`config.mk`:
```
export PLATFORM = sky130hd
export DESIGN_NAME = dmem_port_arbiter_flat
export DESIGN_NICKNAME = d
export VERILOG_FILES = /design/src/rtl/dmem_port_arbiter_pkg.sv /design/src/rtl/dmem_port_arbiter_if.sv /design/src/rtl/dmem_port_arbiter_rr_arb2.sv /design/src/rtl/dmem_port_arbiter.sv /design/src/flat_wrapper.sv
export SDC_FILE = /design/constraint.sdc
export NUM_CORES = 1
export LEC_CHECK = 0
export CORE_ASPECT_RATIO = 0.75
export CORE_UTILIZATION = 35
export CTS_BUF_LIST = sky130_fd_sc_hd__clkbuf_2 sky130_fd_sc_hd__clkbuf_4 sky130_fd_sc_hd__clkbuf_8
export CTS_CLUSTER_SIZE = 14
export DETAILED_ROUTE_END_ITERATION = 12
export PLACE_DENSITY = 0.82
export SLEW_MARGIN = 20
export SYNTH_ARGS = -nofsm -noshare
export SYNTH_HDL_FRONTEND = slang
export SYNTH_SLANG_ARGS = --single-unit
```
`constraint.sdc`:
```
create_clock -name clk -period 2.6 [get_ports clk]
set_clock_uncertainty 0.05 [all_clocks]
set_input_delay 0.52 -clock clk [delete_from_list [all_inputs] [get_ports clk]]
set_output_delay 0.52 -clock clk [all_outputs]
set_load 0.02 [all_outputs]
```
`src/rtl/dmem_port_arbiter_pkg.sv`:
```
// Shared types and constants for the dual-issue data-memory port arbiter.
package dmem_port_arbiter_pkg;

  localparam int DMEM_AW = 32;
  localparam int DMEM_DW = 32;

  typedef logic slot_t;
  localparam slot_t SLOT0 = 1'b0;
  localparam slot_t SLOT1 = 1'b1;

  typedef logic [1:0] state_t;
  localparam state_t ST_IDLE   = 2'd0;
  localparam state_t ST_GRANT0 = 2'd1;
  localparam state_t ST_GRANT1 = 2'd2;

  typedef struct packed {
    logic               we;
    logic [DMEM_AW-1:0] addr;
    logic [DMEM_DW-1:0] wdata;
    slot_t              slot;
  } cmd_t;

  localparam cmd_t CMD_RESET = '{we: 1'b0, addr: {DMEM_AW{1'b0}}, wdata: {DMEM_DW{1'b0}}, slot: SLOT0};

  // Memory is word addressed; the byte offset never reaches Data_MEM.
  function automatic logic [DMEM_AW-1:0] word_align(input logic [DMEM_AW-1:0] a);
    return {a[DMEM_AW-1:2], 2'b00};
  endfunction

endpackage

```
`src/rtl/dmem_port_arbiter_if.sv`:
```
// Per-slot request/response bundle between an issue slot and the arbiter.
interface dmem_port_arbiter_if #(
  parameter int AW = 32,
  parameter int DW = 32
);
  logic          valid;
  logic          we;
  logic [AW-1:0] addr;
  logic [DW-1:0] wdata;
  logic          ready;
  logic          rsp_valid;
  logic [DW-1:0] rsp_rdata;

  modport master (output valid, we, addr, wdata, input ready, rsp_valid, rsp_rdata);
  modport slave  (input valid, we, addr, wdata, output ready, rsp_valid, rsp_rdata);
endinterface

```
`src/rtl/dmem_port_arbiter_rr_arb2.sv`:
```
// Two-way grant logic. With DMEM_ARB_RR_EN defined, contended grants alternate
// via rr_ptr; otherwise slot 0 (the older instruction) always wins.
module rr_arb2 (
`ifdef DMEM_ARB_RR_EN
  input  logic clk,
  input  logic reset,
`endif
  input  logic valid0,
  input  logic valid1,
  output logic grant0,
  output logic grant1
);

`ifdef DMEM_ARB_RR_EN
  logic rr_ptr_r;
  logic contended_s;

  assign contended_s = valid0 & valid1;

  // Grant selection: rr_ptr decides only when both slots request.
  always_comb begin
    grant0 = 1'b0;
    grant1 = 1'b0;
    if (contended_s) begin
      grant0 = ~rr_ptr_r;
      grant1 = rr_ptr_r;
    end else begin
      grant0 = valid0;
      grant1 = valid1;
    end
  end

  // Round-robin pointer flips after every contended grant.
  always_ff @(posedge clk or negedge reset) begin
    if (!reset) begin
      rr_ptr_r <= 1'b0;
    end else if (contended_s) begin
      rr_ptr_r <= ~rr_ptr_r;
    end else begin
      rr_ptr_r <= rr_ptr_r;
    end
  end
`else
  // Fixed priority in program order.
  always_comb begin
    grant0 = valid0;
    grant1 = valid1 & ~valid0;
  end
`endif

endmodule

```
`src/rtl/dmem_port_arbiter.sv`:
```
// Serialises both issue slots onto the single-ported data memory through a
// command stage and a response stage. Optional round-robin: DMEM_ARB_RR_EN.
module dmem_port_arbiter
  import dmem_port_arbiter_pkg::*;
#(
  parameter int AW = DMEM_AW,
  parameter int DW = DMEM_DW
) (
  input  logic                      clk,
  input  logic                      reset,
  dmem_port_arbiter_if.slave        slot0,
  dmem_port_arbiter_if.slave        slot1,
  output logic                      mem_we,
  output logic [AW-1:0]             mem_addr,
  output logic [DW-1:0]             mem_wdata,
  input  logic [DW-1:0]             mem_rdata,
  output logic                      stall0,
  output logic                      stall1,
  output logic                      busy
);

  logic    grant0_s;
  logic    grant1_s;
  logic    accept_s;
  cmd_t    sel_cmd_s;
  cmd_t    cmd_r;
  logic    cmd_valid_r;
  logic    mem_we_r;
  logic    rsp0_valid_r;
  logic    rsp1_valid_r;
  logic [DW-1:0] rsp0_rdata_r;
  logic [DW-1:0] rsp1_rdata_r;
  state_t  state_r;
  state_t  state_nxt_s;

  rr_arb2 u_arb (
`ifdef DMEM_ARB_RR_EN
    .clk    (clk),
    .reset  (reset),
`endif
    .valid0 (slot0.valid),
    .valid1 (slot1.valid),
    .grant0 (grant0_s),
    .grant1 (grant1_s)
  );

  assign accept_s        = grant0_s | grant1_s;
  assign slot0.ready     = grant0_s;
  assign slot1.ready     = grant1_s;
  assign stall0          = slot0.valid & ~grant0_s;
  assign stall1          = slot1.valid & ~grant1_s;
  assign slot0.rsp_valid = rsp0_valid_r;
  assign slot0.rsp_rdata = rsp0_rdata_r;
  assign slot1.rsp_valid = rsp1_valid_r;
  assign slot1.rsp_rdata = rsp1_rdata_r;
  assign mem_we          = mem_we_r;
  assign mem_addr        = cmd_r.addr;
  assign mem_wdata       = cmd_r.wdata;
  assign busy            = cmd_valid_r | rsp0_valid_r | rsp1_valid_r;

  // Command mux: pick the granted slot's request.
  always_comb begin
    sel_cmd_s = CMD_RESET;
    if (grant1_s) begin
      sel_cmd_s.we    = slot1.we;
      sel_cmd_s.addr  = word_align(slot1.addr);
      sel_cmd_s.wdata = slot1.wdata;
      sel_cmd_s.slot  = SLOT1;
    end else begin
      sel_cmd_s.we    = slot0.we;
      sel_cmd_s.addr  = word_align(slot0.addr);
      sel_cmd_s.wdata = slot0.wdata;
      sel_cmd_s.slot  = SLOT0;
    end
  end

  // Command (access) stage; address and data hold between accesses.
  always_ff @(posedge clk or negedge reset) begin
    if (!reset) begin
      cmd_valid_r <= 1'b0;
      mem_we_r    <= 1'b0;
      cmd_r       <= CMD_RESET;
    end else begin
      cmd_valid_r <= accept_s;
      mem_we_r    <= accept_s & sel_cmd_s.we;
      if (accept_s) begin
        cmd_r <= sel_cmd_s;
      end else begin
        cmd_r <= cmd_r;
      end
    end
  end

  // Response stage: capture read data at the end of the access cycle.
  always_ff @(posedge clk or negedge reset) begin
    if (!reset) begin
      rsp0_valid_r <= 1'b0;
      rsp1_valid_r <= 1'b0;
      rsp0_rdata_r <= {DW{1'b0}};
      rsp1_rdata_r <= {DW{1'b0}};
    end else begin
      rsp0_valid_r <= cmd_valid_r & (cmd_r.slot == SLOT0);
      rsp1_valid_r <= cmd_valid_r & (cmd_r.slot == SLOT1);
      if (cmd_valid_r && (cmd_r.slot == SLOT0)) begin
        rsp0_rdata_r <= cmd_r.we ? {DW{1'b0}} : mem_rdata;
      end else begin
        rsp0_rdata_r <= rsp0_rdata_r;
      end
      if (cmd_valid_r && (cmd_r.slot == SLOT1)) begin
        rsp1_rdata_r <= cmd_r.we ? {DW{1'b0}} : mem_rdata;
      end else begin
        rsp1_rdata_r <= rsp1_rdata_r;
      end
    end
  end

  // Grant-tracking FSM: records which slot owns the access stage.
  always_comb begin
    state_nxt_s = state_r;
    case (state_r)
      ST_IDLE, ST_GRANT0, ST_GRANT1: begin
        if (accept_s) begin
          state_nxt_s = grant1_s ? ST_GRANT1 : ST_GRANT0;
        end else begin
          state_nxt_s = ST_IDLE;
        end
      end
      default: state_nxt_s = ST_IDLE;
    endcase
  end

  // FSM state register.
  always_ff @(posedge clk or negedge reset) begin
    if (!reset) begin
      state_r <= ST_IDLE;
    end else begin
      state_r <= state_nxt_s;
    end
  end

endmodule

```
`src/flat_wrapper.sv`:
```
// flat-port wrapper written by rule: the top's interface ports become plain ports
module dmem_port_arbiter_flat import dmem_port_arbiter_pkg::*;
#(
  parameter int AW = DMEM_AW,
  parameter int DW = DMEM_DW
)
  (clk, reset, mem_we, mem_addr, mem_wdata, mem_rdata, stall0, stall1, busy, slot0_valid, slot0_we, slot0_addr, slot0_wdata, slot0_ready, slot0_rsp_valid, slot0_rsp_rdata, slot1_valid, slot1_we, slot1_addr, slot1_wdata, slot1_ready, slot1_rsp_valid, slot1_rsp_rdata);
  dmem_port_arbiter_if #(.AW(AW), .DW(DW)) slot0_i ();
  dmem_port_arbiter_if #(.AW(AW), .DW(DW)) slot1_i ();
  input  logic clk;
  input  logic reset;
  output logic mem_we;
  output logic [AW-1:0] mem_addr;
  output logic [DW-1:0] mem_wdata;
  input  logic [DW-1:0] mem_rdata;
  output logic stall0;
  output logic stall1;
  output logic busy;
  input wire logic [$bits(slot0_i.valid)-1:0] slot0_valid;
  input wire logic [$bits(slot0_i.we)-1:0] slot0_we;
  input wire logic [$bits(slot0_i.addr)-1:0] slot0_addr;
  input wire logic [$bits(slot0_i.wdata)-1:0] slot0_wdata;
  output wire logic [$bits(slot0_i.ready)-1:0] slot0_ready;
  output wire logic [$bits(slot0_i.rsp_valid)-1:0] slot0_rsp_valid;
  output wire logic [$bits(slot0_i.rsp_rdata)-1:0] slot0_rsp_rdata;
  input wire logic [$bits(slot1_i.valid)-1:0] slot1_valid;
  input wire logic [$bits(slot1_i.we)-1:0] slot1_we;
  input wire logic [$bits(slot1_i.addr)-1:0] slot1_addr;
  input wire logic [$bits(slot1_i.wdata)-1:0] slot1_wdata;
  output wire logic [$bits(slot1_i.ready)-1:0] slot1_ready;
  output wire logic [$bits(slot1_i.rsp_valid)-1:0] slot1_rsp_valid;
  output wire logic [$bits(slot1_i.rsp_rdata)-1:0] slot1_rsp_rdata;
  assign slot0_i.valid = slot0_valid;
  assign slot0_i.we = slot0_we;
  assign slot0_i.addr = slot0_addr;
  assign slot0_i.wdata = slot0_wdata;
  assign slot0_ready = slot0_i.ready;
  assign slot0_rsp_valid = slot0_i.rsp_valid;
  assign slot0_rsp_rdata = slot0_i.rsp_rdata;
  assign slot1_i.valid = slot1_valid;
  assign slot1_i.we = slot1_we;
  assign slot1_i.addr = slot1_addr;
  assign slot1_i.wdata = slot1_wdata;
  assign slot1_ready = slot1_i.ready;
  assign slot1_rsp_valid = slot1_i.rsp_valid;
  assign slot1_rsp_rdata = slot1_i.rsp_rdata;
  dmem_port_arbiter #(.AW(AW), .DW(DW)) u_core (.clk(clk), .reset(reset), .slot0(slot0_i), .slot1(slot1_i), .mem_we(mem_we), .mem_addr(mem_addr), .mem_wdata(mem_wdata), .mem_rdata(mem_rdata), .stall0(stall0), .stall1(stall1), .busy(busy));
endmodule
```
==> results.ini, run 1 <==
[setup_path]
required_ps = 2030
reg2reg_depth = 3
cpPeakStageDelay_ps = 550
cp_slowest_cell = clkdlybuf4s50_1
r2r_start = u_core.cmd_r[0]$_DFFE_PN0P_
cp_cell_sequence = or3_2 > clkdlybuf4s50_1
rrSetupSlack_ps = 880
critical_path_class = reg2out
crit_fanout = 3
crit_arrival_ps = 1870
startpoint_type = flop
worst_setup_path_end_kind = output pin
r2r-end = u_core.slot0.rsp_rdata[31]$_DFFE_PN0P_

[cts]
tritoncts = done
cts_made_buffers = 17
post_cts_buffers = 0
path_clk_slew_ps = 80
hold_buffers = 0
cts_root_buffer = clkbuf_8
clock_latency_ps = 420
cts.sinks = 132
htree_num_levels = 4
cts_max_path_buffers = 2
cts-resized-gates = 0

[floorplan]
die_area_um2 = 18640
core-area_um2 = 17660
die_y_um = 118.5
die_x_um = 157.3
num_rows = 42
initial_core_util_pct = 35.86
ioPinCount = 302

[route]
drcViolationCount = 0
wire_per_inst_um = 15.66
vias = 4477
finalWirelength_mm = 15.77
drtAntennaViolNets = 0
vias_per_cell = 4.446
drt_iter0_drc = 195
firstDrtPassIters = 4

[power_and_ir_drop]
power.internal_mw = 4.176
clkPwrFrac_pct = 30.3
combPwrFrac_pct = 28.5
leakagePower_nw = 4.137
power.density_nw_per_um2 = 637.5
p_sw_mw = 1.771
ir_drop_uv = 328.0
p_sw_share_pct = 29.78
p_seq_share_pct = 41.2

[sta]
slew_viol_final = 0
finalCriticalPeriod_ps = 2442
grt_setup_unrepaired = false
whs_ps = 106.6
worst_slew_pin_slew_ps = 752.6
fin_tns_setup_ps = 0
finalSetupViolCount = 0
period_share_pct = 93.92
slew_headroom_pct = 49.82
max_freq_ghz = 0.4095
hold_viol_final = 0

[logic_synthesis]
syn_area_per_cell_um2 = 12.02
ys_seq_area_share_pct = 52.16
synth_top_flop_cell = dfrtp_1
ys_ff_latch = 132
ys_types = 22
synth_area_leaders = dfrtp_1 (52%), mux2i_1 (10%), buf_4 (8.4%)
synth_top_area_share_pct = 52.16
asyncSetResetFlopFracSynth_pct = 100.0
yosysWarnings = 0
yosysTopAreaCell = dfrtp_1
synth_edf_count = 0
synth_area_um2 = 6332
syn_inst = 527

[layout]
finalInstanceArea_um2 = 9328
fin_nets = 918
syn_to_final_growth_pct = 47.30
diodes = 0
drive_gt1_share_pct = 14.51

[placement]
placement.io_buffers = 294
place.gp.congestion = 0.7694
placed_area_um2 = 8920
dp_hpwl_mm = 10.96

[grt]
grt_max_degree = 133
grt_pass1_vias = 4623
track_usage_pct = 17.26
grt_overflow = 0
antenna_found_initial = 0
grt_pass1_wl_mm = 24.53

[status]
outcome = finished clean

[min_path]
hold_class = in2async

[run]
maxCapViolCount = 0

[synth_stat cells (2+ instances only)]
master,count
dfrtp_1,132
buf_4,71
nand2_1,64
mux2i_1,63
o21ai_0,44
mux2_2,35
nor2b_1,33
mux2_4,29
o21ai_1,20
clkbuf_1,10
buf_2,7
buf_6,5
buf_12,3
buf_8,2
nor2_1,2
[power by group through the flow]
| stage | combinational, mW | clock, mW | sequential [mW] |
|---|---|---|---|
| after global placement | 1.68 | 0 | 2.48 |
| after floorplan | 0.741 | 0 | 2.68 |
| after detailed placement | 1.71 | 0 | 2.49 |
| after global routing | 1.80 | 1.96 | 2.48 |
| final | 1.69 | 1.80 | 2.45 |
| after CTS | 1.71 | 1.87 | 2.45 |
[metal layers]
| metal | vias up | wire length (µm) | track usage, % |
|---|---|---|---|
| li1 | 2152 | - | - |
| met5 | - | 0 | 0 |
| met3 | 17 | 1394 | 6.161 |
| met2 | 166 | 7448 | 28.90 |
| met4 | 0 | 185 | 5.218 |
| met1 | 2142 | 6740 | 20.58 |
[layout by cell type, fill, tap and decap left out, types with 6 or more instances in the layout]
master	count
o21ai_1	20
mux2_2	35
nor2b_1	33
o21ai_0	44
clkdlybuf4s50_1	291
clkbuf_8	19
mux2i_1	63
mux2_4	29
dfrtp_1	132
inv_6	6
nand2_1	64
buf_4	8
[flip-flops by register name, summed over array words and instances (netlist names)]
signal / count
u_core.slot1.rsp_valid: 1
u_core.cmd_r: 2
u_core.cmd_valid_r: 1
u_core.slot1.rsp_rdata: 32
u_core.mem_wdata: 32
u_core.mem_addr: 30
u_core.slot0.rsp_rdata: 32
u_core.mem_we: 1
u_core.slot0.rsp_valid: 1
[critical path, delay by kind of cell (launching register included)]
family	cells	cell delay, ps
simple gates	1	490
buf+inv	1	550
flops	1	410
[cells by family (layout without fill, tap and decap cells)]
kind of cell / Yosys count / count (layout) / share of synthesized area [%]
and+or+nand+nor: 104 / 104 / 7.726
DFF: 132 / 132 / 52.16
buffers and inverters: 99 / 335 / 11.93
other: 1 / 3 / 0.05922
AOI/OAI and AO/OA: 64 / 64 / 5.058
muxes: 127 / 127 / 23.06
[cell type report]
type                       instances  area [µm²]
clock buffer                      20       269.0
tap                              242       302.8
sequential                       132        3303
multi-input combinational        298        2286
timing repair buffer             302        3024
fill                            1546        8329
inverter                           1       3.754
clock inverter                    12       138.9
[through the flow]
stage	utilization, %	std cells	setup slack, ps	total power, mW
finish	52.83	1007	158.2	5.947
global route	52.83	1007	92.98	6.240
CTS	52.83	1007	111.5	6.037
detailed placement	50.52	975	602.8	4.193
global placement	50.52	975	614.0	4.163
floorplan	-	529	863.8	3.420
[how the worst max path moves through the flow]
| stage | startpoint | to | slack [ps] | cells past startpoint |
|---|---|---|---|---|
| final | u_core.cmd_valid_r$_DFF_PN0_ | busy | 160 | 2 |
| after global routing | u_core.cmd_valid_r$_DFF_PN0_ | busy | 90 | 2 |
| after CTS | u_core.cmd_valid_r$_DFF_PN0_ | busy | 110 | 2 |
| after detailed placement | u_core.cmd_valid_r$_DFF_PN0_ | busy | 600 | 2 |
| after global placement | u_core.cmd_valid_r$_DFF_PN0_ | busy | 610 | 2 |
| after floorplan | slot1_valid | slot1_ready | 860 | 3 |
Power figures use the tool's default switching activity.
==> run 2, diff against run 1 <==
--- a/config.mk
+++ b/config.mk
@@ -10,7 +10,7 @@
 export CTS_BUF_LIST = sky130_fd_sc_hd__clkbuf_2 sky130_fd_sc_hd__clkbuf_4 sky130_fd_sc_hd__clkbuf_8
 export CTS_CLUSTER_SIZE = 14
 export DETAILED_ROUTE_END_ITERATION = 12
-export PLACE_DENSITY = 0.82
+export PLACE_DENSITY = 0.85
 export SLEW_MARGIN = 20
 export SYNTH_ARGS = -nofsm -noshare
 export SYNTH_HDL_FRONTEND = slang
==> constraint.sdc (replaced) <==
create_clock -name clk -period 2.2 [get_ports clk]
set_clock_uncertainty 0.05 [all_clocks]
set_input_delay 0.44 -clock clk [delete_from_list [all_inputs] [get_ports clk]]
set_output_delay 0.44 -clock clk [all_outputs]
set_load 0.02 [all_outputs]
==> results.ini, run 2 (synthesis results as in run 1) <==
[power_and_ir_drop]
ir_drop_uv = 366.9  ; was 328.0 µV
totalPowerFinal_mw = 6.910  ; was 5.947 mW
power.density_nw_per_um2 = 737.8  ; was 637.5 nW/µm²
leakagePower_nw = 4.138  ; was 4.137 nW

[min_path]
whs_path_depth = 2
hold_end = u_core.mem_addr[13]$_DFFE_PN0P_
hold_class = in2reg  ; was in2async
hp-start = slot0_valid

[floorplan]
initial_core_util_pct = 35.86  ; unchanged
num_rows = 42  ; unchanged
die_area_um2 = 18640  ; unchanged
die_y_um = 118.5  ; unchanged
core-area_um2 = 17660  ; unchanged
ioPinCount = 302  ; unchanged
die_x_um = 157.3  ; unchanged

[grt]
antenna_found_initial = 0  ; unchanged
grt_pass1_vias = 4815  ; was 4,623
track_usage_pct = 17.59  ; was 17.26%
grt_overflow = 0  ; unchanged
grt_max_degree = 66  ; was 133
grt_pass1_wl_mm = 25.02  ; was 24.53 mm

[route]
drcViolationCount = 0  ; unchanged
dr.max_layer_used = met4  ; unchanged
vias = 4557  ; was 4,477
drt-met1-wl_mm = 6.753  ; was 6.740 mm
wire_per_inst_um = 15.67  ; was 15.66 µm
drtAntennaViolNets = 0  ; unchanged
firstDrtPassIters = 4  ; unchanged
vias_per_cell = 4.512  ; was 4.446
finalWirelength_mm = 15.83  ; was 15.77 mm
dr_wl_met2_mm = 7.495  ; was 7.448 mm
drt_iter0_drc = 208  ; was 195
wl_met3_mm = 1.457  ; was 1.394 mm

[setup_path]
required_ps = 1710  ; was 2030 ps
rrSetupSlack_ps = 690  ; was 880 ps
startpoint_type = flop  ; unchanged
r2r_start = u_core.cmd_r[0]$_DFFE_PN0P_  ; unchanged
worst_setup_path_end_kind = output pin  ; unchanged
crit_fanout = 3  ; unchanged
critical_path_class = reg2out  ; unchanged
r2r-end = u_core.slot1.rsp_rdata[2]$_DFFE_PN0P_  ; was u_core.slot0.rsp_rdata[31]$_DFFE_PN0P_
reg2reg_depth = 3  ; unchanged
crit_arrival_ps = 1610  ; was 1870 ps

[sta]
grt_setup_unrepaired = false  ; unchanged
layout_setup_ws_ps = 101.1  ; was 158.2 ps
slew_headroom_pct = 50.96  ; was 49.82%
finalSetupViolCount = 0  ; unchanged
fin_tns_setup_ps = 0  ; unchanged
slew_viol_final = 0  ; unchanged
finalCriticalPeriod_ps = 2099
whs_ps = 277.2  ; was 106.6 ps
period_share_pct = 95.40
hold_viol_final = 0  ; unchanged
max_freq_ghz = 0.4764
worst_slew_pin_slew_ps = 735.6  ; was 752.6 ps

[layout]
fillCellCount = 1534  ; was 1,546
fin_cells = 1010  ; was 1,007
syn_to_final_growth_pct = 47.92  ; was 47.30%
drive_gt1_share_pct = 14.71  ; was 14.51%
layout_common_cells = clkdlybuf4s50_1 (290), dfrtp_1 (132), nand2_1 (64)  ; was clkdlybuf4s50_1 (291), dfrtp_1 (132), nand2_1 (64)
fin_nets = 921  ; was 918
multi_input_area_um2 = 2286  ; unchanged
diodes = 0  ; unchanged
final_common_cell = clkdlybuf4s50_1  ; unchanged
regArea_um2 = 3303  ; unchanged

[cts]
post_cts_buffers = 0  ; unchanged
cts_made_buffers = 17  ; unchanged
cts_root_buffer = clkbuf_8  ; unchanged
cts_max_path_buffers = 2  ; unchanged
htree_num_levels = 4  ; unchanged
tritoncts = done  ; unchanged
clock_latency_ps = 430  ; was 420 ps
path_clk_slew_ps = 80  ; about the same
cts.sinks = 132  ; unchanged

[placement]
place_inst = 977  ; was 975
dp_hpwl_mm = 11.46  ; was 10.96 mm
place.gp.congestion = 0.7918  ; was 0.7694
placement.io_buffers = 294  ; unchanged
place_ws_ps = 293.8  ; was 602.8 ps

[status]
outcome = finished clean  ; unchanged

[run]
maxCapViolCount = 0  ; unchanged

[run 2: cell types whose count changed in the layout (fill, tap and decap cells not counted), sizes merged, moves of 2 or more]
cell,before,now
clkinvlp,1,5
buf,11,13
clkbuf,20,18
clkinv,3,1
[run 2: what timing repair did]
item / in CTS / in global routing
endpoints found under the setup margin: 1 / 1
pin swaps: 0 / 0
hold buffers: 1 / 0
hold endpoints to repair: 47 / 0
resized for setup: 1 / 1
[run 2: critical path, cell delays in order, from the launching register on]
cell and delay, ps:
dfrtp_1 410, or3_2 470, clkdlybuf4s15_1 310
[run 2: layout make-up]
class	count	share of cell area [%]
well taps	242	3.233
inverters	1	0.04007
multi-input cells	298	24.41
repair buffers	305	32.95
clock buffers	18	2.578
clock inverters	14	1.523
flip-flops and latches	132	35.27
[run 2: how the worst max path moves through the flow]
stage	from	end	slack [ps]
global placement	u_core.cmd_valid_r$_DFF_PN0_	busy	290
floorplan	slot1_valid	slot1_ready	620
finish	u_core.cmd_valid_r$_DFF_PN0_	busy	100
detailed placement	u_core.cmd_valid_r$_DFF_PN0_	busy	290
global route	u_core.cmd_valid_r$_DFF_PN0_	busy	0.7
CTS	u_core.cmd_valid_r$_DFF_PN0_	busy	30
[run 2: metrics by stage]
step           utilization (%)  cell area (µm²)
3_3_place_gp             50.81             8972
2_1_floorplan                -             6340
6_report                 53.05             9366
5_1_grt                  53.05             9366
3_5_place_dp             50.81             8972
4_1_cts                  53.04             9365
[run 2: per-layer routing]
| metal | track usage [%] | up-vias |
|---|---|---|
| met5 | 0 | - |
| met4 | 4.369 | 0 |
| met3 | 7.261 | 9 |
| met2 | 28.90 | 178 |
| met1 | 21.21 | 2213 |
| li1 | - | 2157 |
[run 2: where the power goes]
group / switching, mW / total (mW) / leakage [nW] / internal, mW
sequential: 0.169 / 2.90 / 1.63 / 2.73
combinational: 0.903 / 2.02 / 2.33 / 1.11
clock: 1.06 / 1.99 / 0.181 / 0.938
